==> config.mk <==
export PLATFORM = sky130hd
export DESIGN_NAME = sar_spi_readout
export DESIGN_NICKNAME = d
export VERILOG_FILES = /design/src/rtl/sar_spi_readout.sv
export SDC_FILE = /design/constraint.sdc
export NUM_CORES = 1
export LEC_CHECK = 0
export CORE_UTILIZATION = 30
export DETAILED_ROUTE_END_ITERATION = 8
export PLACE_DENSITY_LB_ADDON = 0.15
export SKIP_LAST_GASP = 1
export SLEW_MARGIN = 10
export SYNTH_ARGS = -nofsm -noshare
export SYNTH_HDL_FRONTEND = slang
export SYNTH_SLANG_ARGS = --single-unit
==> constraint.sdc <==
create_clock -name clk -period 4.4 [get_ports clk]
set_input_delay 1.32 -clock clk [delete_from_list [all_inputs] [get_ports clk]]
set_output_delay 1.32 -clock clk [all_outputs]
set_load 0.02 [all_outputs]
==> src/rtl/sar_spi_readout.sv <==
`timescale 1ns / 1ps
`default_nettype none
// ============================================================================
// Module   : sar_spi_readout
// Brief    : Buffers sar_control conversion results in a small FIFO and lets
//            an off-chip host drain them through an SPI mode-0 responder.
//            All SPI pins are oversampled in the clk domain.
// Revision : 1.0 - initial release
// ============================================================================
module sar_spi_readout #(
  parameter int DATA_W      = 8,
  parameter int DEPTH       = 4,
  parameter int SYNC_STAGES = 2
) (
  input  logic                     clk,
  input  logic                     rst_n,
  input  logic [DATA_W-1:0]        result,
  input  logic                     valid,
  input  logic                     spi_csn_n,
  input  logic                     spi_sclk,
  output logic                     spi_miso,
  output logic                     spi_miso_oe,
  output logic [$clog2(DEPTH):0]   fifo_level,
  output logic                     overrun
);

  localparam int c_ptr_w = $clog2(DEPTH);
  localparam int c_lvl_w = c_ptr_w + 1;

  localparam logic [1:0] c_st_idle  = 2'd0;
  localparam logic [1:0] c_st_load  = 2'd1;
  localparam logic [1:0] c_st_shift = 2'd2;
  localparam logic [1:0] c_st_done  = 2'd3;

  // --------------------------------------------------------------------------
  // Pin synchronizers and edge detection
  // --------------------------------------------------------------------------
  logic [SYNC_STAGES-1:0] csn_sync_q, csn_sync_d;
  logic [SYNC_STAGES-1:0] sclk_sync_q, sclk_sync_d;
  logic                   csn_prev_q, csn_prev_d;
  logic                   sclk_prev_q, sclk_prev_d;
  logic                   csn_s, sclk_s;
  logic                   csn_fall, csn_rise, sclk_rise, sclk_fall;

  generate
    if (SYNC_STAGES > 1) begin : g_sync_chain
      // Shift each pin through the synchronizer chain
      always_comb begin
        csn_sync_d  = {csn_sync_q[SYNC_STAGES-2:0], spi_csn_n};
        sclk_sync_d = {sclk_sync_q[SYNC_STAGES-2:0], spi_sclk};
      end
    end else begin : g_sync_single
      // Single-flop capture of each pin
      always_comb begin
        csn_sync_d  = spi_csn_n;
        sclk_sync_d = spi_sclk;
      end
    end
  endgenerate

  assign csn_s       = csn_sync_q[SYNC_STAGES-1];
  assign sclk_s      = sclk_sync_q[SYNC_STAGES-1];
  assign csn_prev_d  = csn_s;
  assign sclk_prev_d = sclk_s;
  assign csn_fall    = csn_prev_q & ~csn_s;
  assign csn_rise    = ~csn_prev_q & csn_s;
  assign sclk_rise   = ~sclk_prev_q & sclk_s;
  assign sclk_fall   = sclk_prev_q & ~sclk_s;

  // Synchronizer flops; CS_N idles high, SCLK idles low (mode 0)
  always_ff @(posedge clk or negedge rst_n) begin
    if (!rst_n) begin
      csn_sync_q  <= '1;
      sclk_sync_q <= '0;
      csn_prev_q  <= 1'b1;
      sclk_prev_q <= 1'b0;
    end else begin
      csn_sync_q  <= csn_sync_d;
      sclk_sync_q <= sclk_sync_d;
      csn_prev_q  <= csn_prev_d;
      sclk_prev_q <= sclk_prev_d;
    end
  end

  // --------------------------------------------------------------------------
  // FIFO
  // --------------------------------------------------------------------------
  logic [DATA_W-1:0]  mem_q [DEPTH];
  logic [DATA_W-1:0]  mem_d [DEPTH];
  logic [c_ptr_w-1:0] wr_ptr_q, wr_ptr_d, rd_ptr_q, rd_ptr_d;
  logic [c_lvl_w-1:0] level_q, level_d;
  logic               overrun_q, overrun_d;
  logic               fifo_full, fifo_empty;
  logic               push, pop, drop;
  logic               commit_q, commit_d;
  logic               snap_empty_q, snap_empty_d;
  logic               snap_ovr_q, snap_ovr_d;
  logic [DATA_W-1:0]  head_word;
  logic [7:0]         head_byte;
  logic [2:0]         level_sat;

  assign fifo_full  = (level_q == c_lvl_w'(DEPTH));
  assign fifo_empty = (level_q == '0);
  // A pop in the same cycle frees a slot, so a full FIFO still accepts the push
  assign pop        = commit_q & ~snap_empty_q;
  assign push       = valid & (~fifo_full | pop);
  assign drop       = valid & fifo_full & ~pop;
  assign head_word  = mem_q[rd_ptr_q];
  assign level_sat  = (level_q > c_lvl_w'(7)) ? 3'd7 : 3'(level_q);

  generate
    if (DATA_W >= 8) begin : g_head_trunc
      assign head_byte = head_word[DATA_W-1 -: 8];
    end else begin : g_head_pad
      assign head_byte = {head_word, {(8-DATA_W){1'b0}}};
    end
  endgenerate

  // Next-state for storage, pointers, level and the sticky overrun flag
  always_comb begin
    mem_d    = mem_q;
    wr_ptr_d = wr_ptr_q;
    rd_ptr_d = rd_ptr_q;
    level_d  = level_q;
    if (push) begin
      mem_d[wr_ptr_q] = result;
      wr_ptr_d        = wr_ptr_q + 1'b1;
    end
    if (pop) begin
      rd_ptr_d = rd_ptr_q + 1'b1;
    end
    case ({push, pop})
      2'b10:   level_d = level_q + 1'b1;
      2'b01:   level_d = level_q - 1'b1;
      default: level_d = level_q;
    endcase
    overrun_d = overrun_q;
    if (drop) begin
      overrun_d = 1'b1;
    end else if (commit_q && snap_ovr_q) begin
      overrun_d = 1'b0;
    end
  end

  // FIFO state registers; contents are discarded on reset
  always_ff @(posedge clk or negedge rst_n) begin
    if (!rst_n) begin
      for (int i = 0; i < DEPTH; i++) begin
        mem_q[i] <= '0;
      end
      wr_ptr_q  <= '0;
      rd_ptr_q  <= '0;
      level_q   <= '0;
      overrun_q <= 1'b0;
    end else begin
      mem_q     <= mem_d;
      wr_ptr_q  <= wr_ptr_d;
      rd_ptr_q  <= rd_ptr_d;
      level_q   <= level_d;
      overrun_q <= overrun_d;
    end
  end

  // --------------------------------------------------------------------------
  // SPI responder FSM
  // --------------------------------------------------------------------------
  logic [1:0]  state_q, state_d;
  logic [15:0] shift_q, shift_d;
  logic [4:0]  bitcnt_q, bitcnt_d;
  logic        oe_q, oe_d;

  // Frame sequencing: snapshot at LOAD, shift on SCLK falls, commit once at DONE
  always_comb begin
    state_d      = state_q;
    shift_d      = shift_q;
    bitcnt_d     = bitcnt_q;
    oe_d         = oe_q;
    commit_d     = 1'b0;
    snap_empty_d = snap_empty_q;
    snap_ovr_d   = snap_ovr_q;
    case (state_q)
      c_st_idle: begin
        oe_d    = 1'b0;
        shift_d = '0;
        if (csn_fall) begin
          state_d = c_st_load;
        end
      end
      c_st_load: begin
        if (csn_rise) begin
          state_d = c_st_idle;
        end else begin
          shift_d      = {fifo_empty, overrun_q, 3'b000, level_sat,
                          fifo_empty ? 8'h00 : head_byte};
          snap_empty_d = fifo_empty;
          snap_ovr_d   = overrun_q;
          oe_d         = 1'b1;
          bitcnt_d     = '0;
          state_d      = c_st_shift;
        end
      end
      c_st_shift: begin
        if (csn_rise) begin
          // Aborted frame: nothing is popped and overrun is left as is
          state_d = c_st_idle;
          oe_d    = 1'b0;
          shift_d = '0;
        end else begin
          if (sclk_rise) begin
            bitcnt_d = bitcnt_q + 1'b1;
            if (bitcnt_q == 5'd15) begin
              state_d  = c_st_done;
              commit_d = 1'b1;
            end
          end
          if (sclk_fall && (bitcnt_q < 5'd16)) begin
            shift_d = {shift_q[14:0], 1'b0};
          end
        end
      end
      default: begin  // c_st_done
        if (sclk_fall) begin
          shift_d = {shift_q[14:0], 1'b0};
        end
        // Level test so a CS_N rise racing the last SCLK is never missed
        if (csn_s) begin
          state_d = c_st_idle;
          oe_d    = 1'b0;
          shift_d = '0;
        end
      end
    endcase
  end

  // FSM and shift-register flops
  always_ff @(posedge clk or negedge rst_n) begin
    if (!rst_n) begin
      state_q      <= c_st_idle;
      shift_q      <= '0;
      bitcnt_q     <= '0;
      oe_q         <= 1'b0;
      commit_q     <= 1'b0;
      snap_empty_q <= 1'b0;
      snap_ovr_q   <= 1'b0;
    end else begin
      state_q      <= state_d;
      shift_q      <= shift_d;
      bitcnt_q     <= bitcnt_d;
      oe_q         <= oe_d;
      commit_q     <= commit_d;
      snap_empty_q <= snap_empty_d;
      snap_ovr_q   <= snap_ovr_d;
    end
  end

  assign spi_miso    = oe_q & shift_q[15];
  assign spi_miso_oe = oe_q;
  assign fifo_level  = level_q;
  assign overrun     = overrun_q;

endmodule
`default_nettype wire

==> run metrics <==
CP endpoint kind=flip-flop; reg2reg path depth=6; chip width=111.5 um; Total GRT Usage=12.85%; Post-synth EDFFs=0; Setup TNS=0 ns; leading cell type in the layout, fill and taps excluded=dfrtp_1; Cell Rows=39; Ports=19; # clock sinks=73; pin count of the biggest net entering global routing=74; share of synthesized registers carrying an async set or reset=100.0%; Hold Vio Cnt, Final=0; Port Buffer Count=18; antenna cells=0; syn nets=324; dpl hpwl=4.673 mm; max-cap viol count=0; Clock Tree Root=clkbuf_16; FILL cells=1108; cells after synthesis=299; Worst EP arrival=3.09 ns; Final setup viols=0; register share of total power=37.9%; P per Cell Area=686.8 nW/um^2; sequential area share after synthesis=50.90%; commonest cells after routing, fill and taps aside=dfrtp_1 (70), mux2_2 (34), o21ai_0 (30); Critical R2R Launch=state_q[1]$_DFFE_PN0P_; Critical Path Sink=fifo_level[2]$_DFFE_PN0P_; hold depth=0; share of layout cells above drive strength 1=22.50%; first-pass GRT wire length=12.26 mm; crit path time final=2.873 ns; global route overflow=0; reg-to-reg endpoint=shift_q[15]$_DFFE_PN0P_; core area=11560 sq um; max_slew headroom=37.48%; max frequency=348.0 MHz; CP max FO=8; DRC=2; drt first pass iters=6; Yosys reg bits=73; TritonCTS buffer count=9; Final period util=65.30%; Area Overhead vs Synth=17.08%; Worst Tran Pin Value=0.9379 ns; power share of the clock group=27.9%; syn avg cell area=12.03 sq um; final slew viol count=0; CTS hold repair buffers=0; synth warn=0; DRT iter0 DRCs=108; worst skew pair latency=0.34 ns; CP Class=input port to flip-flop; CP startpoint kind=input port; nets=340; Post-Route WL=7.292 mm; via count of the first global-routing pass=2429; vias per cell=5.017; Tot Pwr=2892 uW; Post-CTS Repair Setup Buffers=0; Int Pwr=1942 uW; unrepaired setup endpoints after global routing=false; CTS max path bufs=2; Resize count post-CTS=0; CP Data Required Time=4.62 ns; DRT antenna net count=0; Netlist Area Pre-Place=3596 sq um; reg-to-reg slack, setup=1.66 ns; Gate power share=34.2%; TritonCTS clock tree=yes; status=finished with violations; Most used DFF post-synth=dfrtp_1; starting density of the core=31.09%; Lkg Pwr=0.001739 uW; sw power=949.8 uW; failing checks=DRC; Sw Ratio=32.85%; DR vias=2323; Hold Path Class=flip-flop to flip-flop; wire per inst=15.75 um; clk_skew=0.007571 ns; Peak VDD IR=0.3374 mV; height of the die=111.5 um; initial antenna violation count=0; Clock Pin Slew Worst Setup and Hold Paths=0.06 ns; CP Launch Point=valid; number of H-tree levels=3; GPL Wtd Cong=0.6926; die area=12430 sq um; Yosys cell types=43
==> cells in the mapped netlist, drive strengths merged, types with 2 or more instances <==
library cell / instances / area share [%]
clkbuf: 7 / 0.73
nand3: 2 / 0.28
ha: 11 / 3.8
inv: 26 / 2.7
nor2: 8 / 0.84
or3: 2 / 0.35
dfrtp: 70 / 49
and2: 2 / 0.35
o22ai: 7 / 2.3
dfstp: 3 / 2.2
xnor2: 4 / 0.97
a31oi: 2 / 0.52
nand2b: 6 / 1.0
mux2: 34 / 11
nor3: 8 / 1.1
o21ai: 30 / 4.2
a21o: 4 / 0.84
mux4: 8 / 5.0
a22oi: 7 / 1.5
nor2b: 2 / 0.35
a21oi: 9 / 1.3
xor2: 3 / 0.73
nand2: 14 / 1.5
a32oi: 5 / 1.2
mux2i: 2 / 0.56
buf: 6 / 1.3
o211ai: 5 / 1.0
==> cells by family (layout without fill, tap and decap cells) <==
logic type / count (synthesis) / after routing / synth area share, %
mux: 44 / 44 / 16.21
compound gates: 74 / 74 / 14.93
flops: 73 / 73 / 50.90
buf+inv: 39 / 60 / 4.732
fa+ha+maj: 12 / 12 / 4.384
xor+xnor: 7 / 7 / 1.705
simple gates: 50 / 50 / 7.133
==> final cells by class <==
class / instances / area [sq um] / share of cell area [%]
clock buffer: 11 / 252.7 / 6.003
clock inverter: 5 / 77.57 / 1.842
inverter: 26 / 97.59 / 2.318
multi-input combinational: 187 / 1595 / 37.89
sequential: 73 / 1831 / 43.48
tap: 143 / 178.9 / 4.250
timing repair buffer: 18 / 177.7 / 4.220
==> worst min-delay path by stage <==
stage | from | to | slack, ns
after floorplan | sclk_sync_q[0]$_DFF_PN0_ | sclk_sync_q[1]$_DFF_PN0_ | 0.33
after global placement | sclk_sync_q[0]$_DFF_PN0_ | sclk_sync_q[1]$_DFF_PN0_ | 0.33
after detailed placement | sclk_sync_q[0]$_DFF_PN0_ | sclk_sync_q[1]$_DFF_PN0_ | 0.34
after CTS | sclk_sync_q[0]$_DFF_PN0_ | sclk_sync_q[1]$_DFF_PN0_ | 0.35
after global routing | csn_sync_q[0]$_DFF_PN1_ | csn_sync_q[1]$_DFF_PN1_ | 0.36
final | sclk_sync_q[0]$_DFF_PN0_ | sclk_sync_q[1]$_DFF_PN0_ | 0.35
==> per-stage QoR <==
stage / std cells / hold WS [ns] / utilization, % / area (sq um) / setup slack (ns)
2_1_floorplan: 299 / 0.3312 / - / 3596 / 1.781
3_3_place_gp: 447 / 0.3348 / 33.55 / 3880 / 1.210
3_5_place_dp: 447 / 0.3379 / 33.55 / 3880 / 1.154
4_1_cts: 463 / 0.3507 / 36.41 / 4210 / 1.515
5_1_grt: 463 / 0.3598 / 36.41 / 4210 / 1.377
6_report: 463 / 0.3500 / 36.41 / 4210 / 1.527
==> flip-flops by register name (all words and copies together) (netlist names), 2 cells and up <==
name / cells
mem_q: 32
shift_q: 16
bitcnt_q: 5
fifo_level: 3
csn_sync_q: 2
rd_ptr_q: 2
sclk_sync_q: 2
state_q: 2
wr_ptr_q: 2
==> critical path, cell delays in order <==
cell	delay, ns
clkdlybuf4s50_1	0.45
inv_1	0.05
a31oi_2	0.35
inv_1	0.09
ha_1	0.23
inv_1	0.07
fa_1	0.18
xor2_1	0.14
nor2_1	0.06
xor2_1	0.14
==> power groups by stage <==
stage          sequential (uW)  clock [uW]  combinational (uW)
4_1_cts                   1100         832                1010
6_report                  1100         806                 990
3_5_place_dp              1110           0                1000
2_1_floorplan             1080           0                 778
3_3_place_gp              1100           0                 982
5_1_grt                   1130         854                1110
==> layer usage <==
metal  GRT usage, %  share of wire [%]
met5              0                  0
met4          3.964               0.99
met3          4.573                3.5
met2          20.42                 47
met1          16.42                 48
Power figures use the tool's default switching activity.
